`src/rtl/fm_radio_pkg.sv`:
```
// Shared FM radio datapath definitions: FSM encodings, default widths and the
// fixed-point dequantize rule used on the egress side.
package fm_radio_pkg;

    localparam int unsigned DEF_DATA_SIZE = 32;
    localparam int unsigned DEF_CHAR_SIZE = 16;
    localparam int unsigned DEF_BITS      = 10;

    typedef logic [2:0] state_t;

    localparam state_t READ         = 3'd0;
    localparam state_t WRITE_I_LOW  = 3'd1;
    localparam state_t WRITE_I_HIGH = 3'd2;
    localparam state_t WRITE_Q_LOW  = 3'd3;
    localparam state_t WRITE_Q_HIGH = 3'd4;

    // Arithmetic shift: truncates toward negative infinity.
    function automatic logic signed [DEF_DATA_SIZE-1:0] DEQUANTIZE(
        input logic signed [DEF_DATA_SIZE-1:0] v
    );
        return v >>> DEF_BITS;
    endfunction

endpackage

```
`src/rtl/dequant_sat.sv`:
```
// Combinational dequantize of one fixed-point sample to CHAR_SIZE bits.
// Define SATURATE_EN to clamp out-of-range values instead of wrapping them.
module dequant_sat
    import fm_radio_pkg::*;
(
    input  logic [DEF_DATA_SIZE-1:0] data_in,
    output logic [DEF_CHAR_SIZE-1:0] data_out
);

`ifdef SATURATE_EN
    localparam logic signed [DEF_DATA_SIZE-1:0] MAX_VAL =
        DEF_DATA_SIZE'(2 ** (DEF_CHAR_SIZE - 1) - 1);
    localparam logic signed [DEF_DATA_SIZE-1:0] MIN_VAL = -MAX_VAL - 1;

    logic signed [DEF_DATA_SIZE-1:0] shifted;

    always_comb begin
        shifted = DEQUANTIZE(data_in);
        if (shifted > MAX_VAL) begin
            data_out = {1'b0, {(DEF_CHAR_SIZE - 1){1'b1}}};
        end else if (shifted < MIN_VAL) begin
            data_out = {1'b1, {(DEF_CHAR_SIZE - 1){1'b0}}};
        end else begin
            data_out = shifted[DEF_CHAR_SIZE-1:0];
        end
    end
`else
    assign data_out = DEF_CHAR_SIZE'(DEQUANTIZE(data_in));
`endif

endmodule

```
`src/rtl/write_iq.sv`:
```
// Egress IQ serializer: pops an I/Q pair, dequantizes both and writes them as
// four little-endian bytes (I low, I high, Q low, Q high). Honors SATURATE_EN.
module write_iq
    import fm_radio_pkg::*;
#(
    parameter int unsigned DATA_SIZE = DEF_DATA_SIZE,
    parameter int unsigned BYTE_SIZE = 8,
    parameter int unsigned CHAR_SIZE = DEF_CHAR_SIZE,
    parameter int unsigned BITS      = DEF_BITS
) (
    input  logic                 clock,
    input  logic                 reset,
    input  logic [DATA_SIZE-1:0] i_in,
    input  logic [DATA_SIZE-1:0] q_in,
    input  logic                 i_empty,
    input  logic                 q_empty,
    output logic                 in_rd_en,
    input  logic                 out_full,
    output logic                 out_wr_en,
    output logic [BYTE_SIZE-1:0] data_out
);

    state_t                 state_q, state_d;
    logic [CHAR_SIZE-1:0]   i_sample_q, q_sample_q;
    logic [CHAR_SIZE-1:0]   i_deq, q_deq;

    dequant_sat u_deq_i (
        .data_in  (i_in),
        .data_out (i_deq)
    );

    dequant_sat u_deq_q (
        .data_in  (q_in),
        .data_out (q_deq)
    );

    // Outputs are gated by reset so they drop the moment reset asserts.
    always_comb begin
        state_d   = state_q;
        in_rd_en  = 1'b0;
        out_wr_en = 1'b0;
        data_out  = '0;
        unique case (state_q)
            READ: begin
                if (!i_empty && !q_empty) begin
                    in_rd_en = reset;
                    state_d  = WRITE_I_LOW;
                end
            end
            WRITE_I_LOW: begin
                data_out = i_sample_q[BYTE_SIZE-1:0];
                if (!out_full) begin
                    out_wr_en = reset;
                    state_d   = WRITE_I_HIGH;
                end
            end
            WRITE_I_HIGH: begin
                data_out = i_sample_q[2*BYTE_SIZE-1:BYTE_SIZE];
                if (!out_full) begin
                    out_wr_en = reset;
                    state_d   = WRITE_Q_LOW;
                end
            end
            WRITE_Q_LOW: begin
                data_out = q_sample_q[BYTE_SIZE-1:0];
                if (!out_full) begin
                    out_wr_en = reset;
                    state_d   = WRITE_Q_HIGH;
                end
            end
            WRITE_Q_HIGH: begin
                data_out = q_sample_q[2*BYTE_SIZE-1:BYTE_SIZE];
                if (!out_full) begin
                    out_wr_en = reset;
                    state_d   = READ;
                end
            end
            default: begin
                state_d = READ;
            end
        endcase
        if (!reset) begin
            data_out = '0;
        end
    end

    always_ff @(posedge clock or negedge reset) begin
        if (!reset) begin
            state_q    <= READ;
            i_sample_q <= '0;
            q_sample_q <= '0;
        end else begin
            state_q <= state_d;
            if (in_rd_en) begin
                i_sample_q <= i_deq;
                q_sample_q <= q_deq;
            end
        end
    end

endmodule

```
`config.mk`:
```
export PLATFORM = sky130hd
export DESIGN_NAME = write_iq
export DESIGN_NICKNAME = d
export VERILOG_FILES = /design/src/rtl/fm_radio_pkg.sv /design/src/rtl/dequant_sat.sv /design/src/rtl/write_iq.sv
export SDC_FILE = /design/constraint.sdc
export NUM_CORES = 1
export LEC_CHECK = 0
export CORE_ASPECT_RATIO = 0.75
export CORE_UTILIZATION = 44
export CTS_CLUSTER_SIZE = 28
export DETAILED_ROUTE_END_ITERATION = 10
export PLACE_DENSITY = 0.86
export SLEW_MARGIN = 20
export SYNTH_ARGS = -nofsm -noshare
export SYNTH_HDL_FRONTEND = slang
export SYNTH_HIERARCHICAL = 1
export SYNTH_SLANG_ARGS = --single-unit
```
`constraint.sdc`:
```
create_clock -name clock -period 1.97 [get_ports clock]
set_input_delay 0.197 -clock clock [delete_from_list [all_inputs] [get_ports clock]]
set_output_delay 0.197 -clock clock [all_outputs]
set_load 0.01 [all_outputs]
```
==> results of run 1 <==
-- path summary, 6_finish.rpt --
check / depth (start not counted) / end / slack, ns / startpoint
setup / recovery: 7 / data_out[4] / 0.001 / state_q[1]
hold / removal: 2 / i_sample_q[10] / 0.01 / reset
setup reg to reg: 5 / i_sample_q[9] / 0.22 / state_q[1]
hold reg to reg: 1 / i_sample_q[1] / 0.51 / i_sample_q[1]
max in group asynchronous: 2 / i_sample_q[15] / 1.63 / reset
min in group clock: 4 / q_sample_q[10] / 0.48 / reset
-- registers in the layout, indices dropped and copies added (netlist names) --
name,count
i_sample_q,16
q_sample_q,16
state_q,3
-- metal layers --
layer	vias to the layer above	global-route usage, %	wire length [um]
li1	594	-	-
met1	632	25.6	1990
met2	42	28.5	1840
met3	9	7.52	266
met4	0	7.14	63
met5	-	0	0
-- cell usage in the layout, fill, tap and decap left out, types with 2 or more instances in the layout --
| master | instances |
|---|---|
| dfrtp_1 | 35 |
| clkdlybuf4s50_1 | 35 |
| mux2_4 | 29 |
| buf_4 | 18 |
| nor2b_1 | 12 |
| a22oi_1 | 8 |
| clkbuf_2 | 8 |
| a21oi_1 | 7 |
| a32oi_2 | 6 |
| clkbuf_8 | 5 |
| nor3_1 | 3 |
| mux2_2 | 3 |
| a32oi_1 | 2 |
| nor2_1 | 2 |
| bufinv_16 | 2 |
-- through the flow --
stage          hold WS, ns  setup TNS, ns  instance area, um2  total power [mW]
2_1_floorplan      -0.0986              0                2030              2.30
3_3_place_gp         0.344              0                2350              2.69
3_5_place_dp         0.351        -0.0139                2350              2.76
4_1_cts             0.0221        -0.0848                2490              3.54
5_1_grt             0.0507         -0.108                2530              3.86
6_report            0.0129              0                2530              3.65
-- layout make-up --
type                            instances  area (um2)
Timing Repair Buffer                   65         561
Clock buffer                            5        68.8
Multi-Input combinational cell         81         883
Sequential cell                        35         876
Inverter                                2        8.76
Fill cell                             343        1700
Tap cell                               55        68.8
Clock inverter                          3        67.6
-- worst max-delay path: cells and delay by family, from the launching register on --
kind	cells	cell delay, ns
flops	1	0.42
simple gates	1	0.12
compound gates	2	0.31
buf+inv	4	0.62
-- logic make-up (layout without fill, tap and decap cells) --
kind of cell    after synthesis  in the layout  share of synthesized area (%)
mux                          32             32                           23.1
buf+inv                      43             75                           15.7
compound gates               27             27                           9.80
simple gates                 21             21                           7.77
flops                        35             35                           43.2
xor+xnor                      1              1                          0.432
-- timing repair --
item,4_1_cts,5_1_grt
gates cloned,0,0
setup buffers,1,4
resized for setup,12,24
pin swaps,2,1
hold buffers,0,0
endpoints found under the hold margin,0,0
endpoints found under the setup margin,10,9
-- power breakdown --
| group | switching [mW] | leakage (nW) | internal [mW] | total [mW] |
|---|---|---|---|---|
| clock | 0.287 | 0.0644 | 0.505 | 0.792 |
| combinational | 0.606 | 0.686 | 0.944 | 1.55 |
| sequential | 0.242 | 0.428 | 1.07 | 1.31 |
| total | 1.14 | 1.18 | 2.52 | 3.65 |
==> results.json, run 1 <==
{
  "route.antenna.remaining_nets": 0,
  "post-route-min-period_ns": 1.97,
  "power_density_mw_per_mm2": 1440,
  "clockBufferDepth": 2,
  "insertion_delay_ns": 0.30,
  "cp_slowest_cell": "dfrtp_1",
  "place_ws_ns": -0.00755,
  "crit_path_end_kind": "output port",
  "numCtsBuffers": 5,
  "io_pins": 79,
  "dieArea_mm2": 0.00489,
  "yosysTopAreaCell": "dfrtp_1",
  "grt_pass1_wl_mm": 6.67,
  "dp.cells": 233,
  "cp.arrival_ns": 1.77,
  "worst_pin_slew_ns": 0.448,
  "die_w_um": 80.4,
  "crit_chain": "buf_4, nor2b_1, buf_4, buf_4, a32oi_2, a21oi_1, clkbuf_2",
  "drt_iter0_drc": 92,
  "ys_types": 23,
  "port_buffers": 46,
  "cp_data_required_time_ns": 1.77,
  "cap_violations": 0,
  "post-route-period-util_pct": 99.9,
  "cts_sinks": 35,
  "synthArstFlopShare_pct": 100,
  "cts_tree": "yes",
  "yosysWarnings": 6,
  "yosys-top-cells-area": "dfrtp_1 (43%), mux2_4 (21%), buf_4 (12%)",
  "fp.dieH_um": 60.8,
  "fin_util_pct": 59.9,
  "worstSetupPathType": "reg -> out",
  "place.gp.congestion": 0.752,
  "hp-class": "in -> async",
  "setup_ws_ns": 0.00111,
  "synthesis.area_mm2": 0.00203,
  "via_per_inst": 5.19,
  "slew_headroom_pct": 70.1,
  "cp_slowest_stage_delay_ns": 0.42,
  "firstDrtPassIters": 4,
  "fin_nets": 259,
  "synth_ff_type": "dfrtp_1",
  "p_leak_nw": 1.18,
  "routed_wl_mm": 4.16,
  "drc": 0,
  "rows": 20,
  "htreeDepth": 2,
  "diodes": 0,
  "path_max_fanout": 8,
  "syn_to_final_growth_pct": 24.8,
  "drive_above_1_share_pct": 42.4,
  "finClkSkew_ns": 0.0139,
  "antenna_found_initial": 0,
  "peakVddDrop_mv": 0.697,
  "crit_top_cell": "buf_4",
  "start_util_pct": 48.0,
  "final-hold-violation-count": 0,
  "finalSetupViolCount": 0,
  "grt_pass1_vias": 1334,
  "fp.coreArea_mm2": 0.00423,
  "fmax_mhz": 508,
  "finalNonFillerCells": 246,
  "wl_per_cell_um": 16.9,
  "route.vias.total": 1277,
  "clock-root-buffer": "clkbuf_8",
  "ys_seq_elements": 35,
  "rsz0062_at_grt": "yes",
  "syn_inst": 159,
  "status": "finished, final reports clean",
  "synth_seq_area_share_pct": 43.2,
  "synth.avg_cell_area_um2": 12.8,
  "yosysMostFrequentCell": "dfrtp_1",
  "grt_max_degree": 36,
  "grt_overflow": 0,
  "clk_pin_slew_worst_paths_ns": 0.09,
  "synth_common_cells": "dfrtp_1 (35), buf_4 (32), mux2_4 (29)",
  "netlist.area_leader.share_pct": 43.2,
  "critPathLaunchType": "flop",
  "grtUsageTotal_pct": 19.2,
  "drv_slew": 0,
  "synth_edf_count": 0,
  "post-dp-hpwl_mm": 2.99,
  "syn_nets": 228
}
(Power assumes the default switching activity.)
==> run 2: changes to the inputs <==
ABC_AREA = 1   (was default)
GPL_TIMING_DRIVEN = 0   (was default)
PLACE_DENSITY = 0.85   (was 0.86)
RECOVER_POWER = 25   (was default)
==> run 2 against run 1 <==
Synthesized cell count increased by 70%. Die area increased by 2.4%. Clock-buffer cell count unchanged. Core utilization decreased by 4.3 points. Clock power decreased by 2%. Largest power group unchanged. Via count increased by 40%. Hold slack improved by 0.074 ns. Clock skew decreased by 0.0093 ns. Critical endpoint is now data_out[3]. Global-route usage increased by 1.5 points. Sequential share of layout area increased by 0.53 points.
==> results.json, run 2 <==
{
  "grt_pass1_wl_mm": 7.40,
  "r2r_start": "state_q[0]",
  "drt_iter0_drc": 164,
  "ys_types": 19,
  "yosysWarnings": 6,
  "synth_common_cells": "nand2_1 (109), dfrtp_1 (35), buf_4 (33)",
  "post-route-min-period_ns": 1.89,
  "cts_tree": "yes",
  "antenna_found_initial": 0,
  "fmax_mhz": 530,
  "synth_edf_count": 0,
  "die_w_um": 81.4,
  "grt_max_degree": 26,
  "setup_ws_ns": 0.0847,
  "hp-start": "i_in[21]",
  "grtUsageTotal_pct": 20.7,
  "cap_violations": 0,
  "firstDrtPassIters": 4,
  "numCtsBuffers": 5,
  "yosysTopAreaCell": "dfrtp_1",
  "synthArstFlopShare_pct": 100,
  "finalNonFillerCells": 360,
  "ff_latch_area_um2": 877,
  "power_density_mw_per_mm2": 1410,
  "cp_data_required_time_ns": 1.77,
  "synthesis.area_mm2": 0.00208,
  "synth_seq_area_share_pct": 42.1,
  "dieArea_mm2": 0.00501,
  "hp-class": "in -> reg",
  "fp.dieH_um": 61.5,
  "synth_ff_type": "dfrtp_1",
  "clk_pin_slew_worst_paths_ns": 0.07,
  "rows": 21,
  "dp.cells": 343,
  "startpoint": "state_q[0]",
  "fin_setup_tns_ns": 0,
  "drv_slew": 0,
  "grt_pass1_vias": 1638,
  "critPathLaunchType": "flop",
  "finalSetupViolCount": 0,
  "cts_sinks": 35,
  "port_buffers": 14,
  "io_pins": 79,
  "synth.avg_cell_area_um2": 7.67,
  "post-dp-hpwl_mm": 3.23,
  "final_cell_mix": "nand2_1 (109), buf_4 (41), dfrtp_1 (34)",
  "nFillCells": 398,
  "clockBufferDepth": 2,
  "multi_input_area_um2": 845,
  "yosys-top-cells-area": "dfrtp_1 (42%), nand2_1 (20%), buf_4 (12%)",
  "final-hold-violation-count": 0,
  "syn_nets": 340,
  "yosysMostFrequentCell": "nand2_1",
  "worstSetupPathType": "reg -> out",
  "final_common_cell": "nand2_1",
  "htreeDepth": 2,
  "syn_inst": 271,
  "routed_wl_mm": 4.56,
  "grt_overflow": 0,
  "clock-root-buffer": "clkbuf_8",
  "p_leak_nw": 1.37,
  "path_max_fanout": 6,
  "route.antenna.remaining_nets": 0,
  "fin_nets": 371,
  "ys_seq_elements": 35,
  "drive_above_1_share_pct": 29.0,
  "status": "finished, final reports clean",
  "reg_top3": "i_sample_q x16, q_sample_q x16, state_q x3",
  "start_util_pct": 46.3,
  "wl_per_cell_um": 12.7,
  "post-route-period-util_pct": 95.7,
  "peakVddDrop_mv": 0.554,
  "diodes": 0,
  "place.gp.congestion": 0.873,
  "route.vias.total": 1783,
  "syn_to_final_growth_pct": 20.2,
  "insertion_delay_ns": 0.29,
  "crit_path_end_kind": "output port",
  "slew_headroom_pct": 14.8,
  "via_per_inst": 4.95,
  "drc": 0,
  "netlist.area_leader.share_pct": 42.1,
  "finClkSkew_ns": 0.00456,
  "place_ws_ns": -0.104,
  "cp.arrival_ns": 1.69,
  "fp.coreArea_mm2": 0.00449,
  "worst_pin_slew_ns": 1.28
}
-- run 2: final timing paths --
path	end	slack (ns)	cells after the start
max	data_out[3]	0.08	8
min	i_sample_q[11]	0.09	3
max reg2reg	state_q[1]	0.63	8
min reg2reg	i_sample_q[15]	0.48	2
max in group asynchronous	state_q[1]	0.40	3
min in group asynchronous	i_sample_q[2]	0.50	2
-- run 2: timing repair --
| item | 4_1_cts | 5_1_grt |
|---|---|---|
| hold endpoints to repair | 10 | 0 |
| setup endpoints to repair | 10 | 6 |
| buffers inserted | 1 | 5 |
| pin swaps | 1 | 1 |
| cloned | 1 | 0 |
| resized for setup | 17 | 13 |
| hold buffers | 2 | 0 |
-- run 2: where the power goes --
part           leakage [nW]  internal, mW  switching [mW]
registers             0.437          1.07           0.228
logic                 0.868         0.640           0.824
clock network        0.0644         0.505           0.271
-- run 2: through the flow --
stage	utilization (%)	power, mW	hold WS [ns]	area, um2
5_1_grt	55.6	3.78	0.0713	2500
4_1_cts	55.6	3.44	0.0767	2500
3_5_place_dp	51.5	2.61	0.108	2310
2_1_floorplan	-	2.20	-0.0986	2080
3_3_place_gp	51.0	2.56	0.393	2290
6_report	55.6	3.54	0.0870	2500
-- run 2: area by class of cell --
type	count	area share, %
Buffer	46	14.5
Clock inverter	3	2.70
Inverter	6	1.00
Clock buffer	5	2.75
Timing Repair Buffer	23	7.26
Tap cell	57	2.85
Sequential cell	35	35.1
Multi-Input combinational cell	185	33.8
-- run 2: per-layer routing --
| metal | GRT usage (%) | wire [um] | vias up |
|---|---|---|---|
| met5 | 0 | 0 | - |
| met4 | 9.44 | 128 | 0 |
| met3 | 6.52 | 301 | 12 |
| met2 | 32.3 | 2040 | 63 |
| met1 | 26.6 | 2090 | 819 |
| li1 | - | - | 889 |
-- run 2: kinds of logic (layout without fill, tap and decap cells) --
| family | Yosys count | count (layout) | synth area share (%) |
|---|---|---|---|
| simple gates | 181 | 182 | 38.9 |
| buf+inv | 52 | 83 | 18.3 |
| flops | 35 | 35 | 42.1 |
| compound gates | 3 | 3 | 0.722 |
-- run 2: critical path, cell delays in order, from the launching register on --
cell and delay, ns:
dfrtp_1 0.38, buf_6 0.14, nor2_4 0.18, buf_4 0.14, nand3_1 0.06, nand2_1 0.07, nor2_1 0.04, nor2_1 0.10
dlygate4sd2_1 0.28
==> run 3: changes to the inputs <==
PLACE_DENSITY = default   (was 0.85)
PLACE_DENSITY_LB_ADDON = 0.12   (was default)
==> run 3 against run 2 <==
Cell count is 0.28% lower. Setup slack improved by 0.013 ns. Design area increased by 1.5%. Core utilization up 0.81 points. Sequential cell count is the same. Critical path depth shrank 2. Critical endpoint is now in_rd_en.
==> results.json, run 3 (synthesis results as in run 2) <==
{
  "status": "finished, final reports clean",
  "grtUsageTotal_pct": 21.3,
  "diodes": 0,
  "fmax_mhz": 534,
  "place.gp.congestion": 0.822,
  "clk_pin_slew_worst_paths_ns": 0.08,
  "r2r_start": "state_q[0]",
  "start_util_pct": 46.3,
  "clock-root-buffer": "clkbuf_8",
  "rr_endpoint": "state_q[1]",
  "final_common_cell": "nand2_1",
  "power_density_mw_per_mm2": 1390,
  "cts_sinks": 35,
  "rows": 21,
  "rsz0062_at_grt": "no",
  "ff2ff_setup_slack_ns": 0.56,
  "drv_slew": 0,
  "dp.cells": 343,
  "grt_pass1_vias": 1609,
  "cts_tree": "yes",
  "grt_overflow": 0,
  "finalSetupViolCount": 0,
  "cap_violations": 0,
  "io_pins": 79,
  "worst_hold_slack_ns": 0.0836,
  "p_total_mw": 3.53,
  "path_max_fanout": 10,
  "routed_wl_mm": 4.55,
  "reg_top3": "i_sample_q x16, q_sample_q x16, state_q x3",
  "fp.coreArea_mm2": 0.00449,
  "die_w_um": 81.4,
  "antenna_found_initial": 0,
  "post-route-min-period_ns": 1.87,
  "hold_end": "i_sample_q[12]",
  "dieArea_mm2": 0.00501,
  "p_leak_nw": 1.38,
  "grt_util_met3_pct": 6.81,
  "critPathLaunchType": "flop",
  "rr_worst_depth": 8,
  "hp-class": "in -> reg",
  "whs_path_depth": 3,
  "insertion_delay_ns": 0.30,
  "port_buffers": 14,
  "worst_pin_slew_ns": 0.572,
  "finalNonFillerCells": 359,
  "route.antenna.remaining_nets": 0,
  "met1_usage_pct": 31.1,
  "fp.dieH_um": 61.5,
  "cp.arrival_ns": 1.68,
  "finClkSkew_ns": 0.00588,
  "worstSetupPathType": "reg -> out",
  "fin_util_pct": 56.4,
  "peakVddDrop_mv": 0.588,
  "hp-start": "i_in[22]",
  "firstDrtPassIters": 4,
  "setup_ws_ns": 0.0976,
  "fin_nets": 370,
  "clockBufferDepth": 2,
  "route.vias.total": 1758,
  "place_ws_ns": -0.0777,
  "post-dp-hpwl_mm": 3.26,
  "drt_iter0_drc": 97,
  "htreeDepth": 2,
  "cp_data_required_time_ns": 1.77,
  "crit_path_end_kind": "output port",
  "grt_max_degree": 24,
  "met2_usage_pct": 29.8,
  "nFillCells": 426,
  "drc": 0,
  "design_area_mm2": 0.00253,
  "wl_per_cell_um": 12.7,
  "syn_to_final_growth_pct": 21.9,
  "via_per_inst": 4.90,
  "drive_above_1_share_pct": 27.8,
  "detailed_place.area_mm2": 0.00231,
  "grt_pass1_wl_mm": 7.69,
  "top_usage_layer": "met1",
  "final-hold-violation-count": 0,
  "fin_setup_tns_ns": 0,
  "slew_headroom_pct": 61.7,
  "numCtsBuffers": 5,
  "final_cell_mix": "nand2_1 (109), buf_4 (38), dfrtp_1 (34)",
  "post-route-period-util_pct": 95.0
}
run 3: cell count changes in the layout (fill, tap and decap cells not counted), sizes merged:
cell / before / now
clkbuf: 11 / 8
dlygate4sd3: 1 / 2
clkdlybuf4s15: 2 / 1
buf: 52 / 49
dlygate4sd2: 3 / 9
clkdlybuf4s25: 1 / 0
dlymetal6s2s: 1 / 0
nor2: 22 / 23
run 3: routing by layer:
layer	up-vias	wire length (um)	part of all wire (%)
li1	889	-	-
met1	813	2260	50
met2	52	1970	43
met3	4	264	5.8
met4	0	45	0.99
met5	-	0	0
run 3: where the power goes:
part	internal, mW	switching, mW
registers	1.07	0.234
logic	0.635	0.804
clock network	0.505	0.283
run 3: worst max-delay path, cell delays in order, from the launching register on:
cell	delay [ns]
dfrtp_2	0.47
buf_4	0.16
nor2_4	0.13
nand2_4	0.09
inv_4	0.10
buf_8	0.15
dlygate4sd2_1	0.27
run 3: final cells by class:
cell class,count,area (um2),share of cell area [%]
Multi-Input combinational cell,186,856,33.8
Clock inverter,3,67.6,2.67
Inverter,6,25.0,0.987
Tap cell,57,71.3,2.81
Sequential cell,35,877,34.6
Timing Repair Buffer,21,200,7.90
Buffer,46,369,14.6
Clock buffer,5,68.8,2.71
run 3: worst max-delay path by stage:
stage	startpoint	depth (start not counted)	slack, ns	end
floorplan	state_q[2]	6	0.66	data_out[0]
global placement	reset	7	-1.57	in_rd_en
detailed placement	q_empty	7	-0.08	in_rd_en
CTS	state_q[1]	6	0.08	in_rd_en
global route	state_q[0]	7	0.006	out_wr_en
finish	state_q[1]	6	0.1	in_rd_en
run 3: timing repair:
action | 4_1_cts | 5_1_grt
hold buffers | 2 | 0
hold endpoints to repair | 12 | 0
buffers inserted | 3 | 1
pin swaps | 2 | 2
setup endpoints to repair | 10 | 2
resized for setup | 20 | 1
gates cloned | 2 | 0
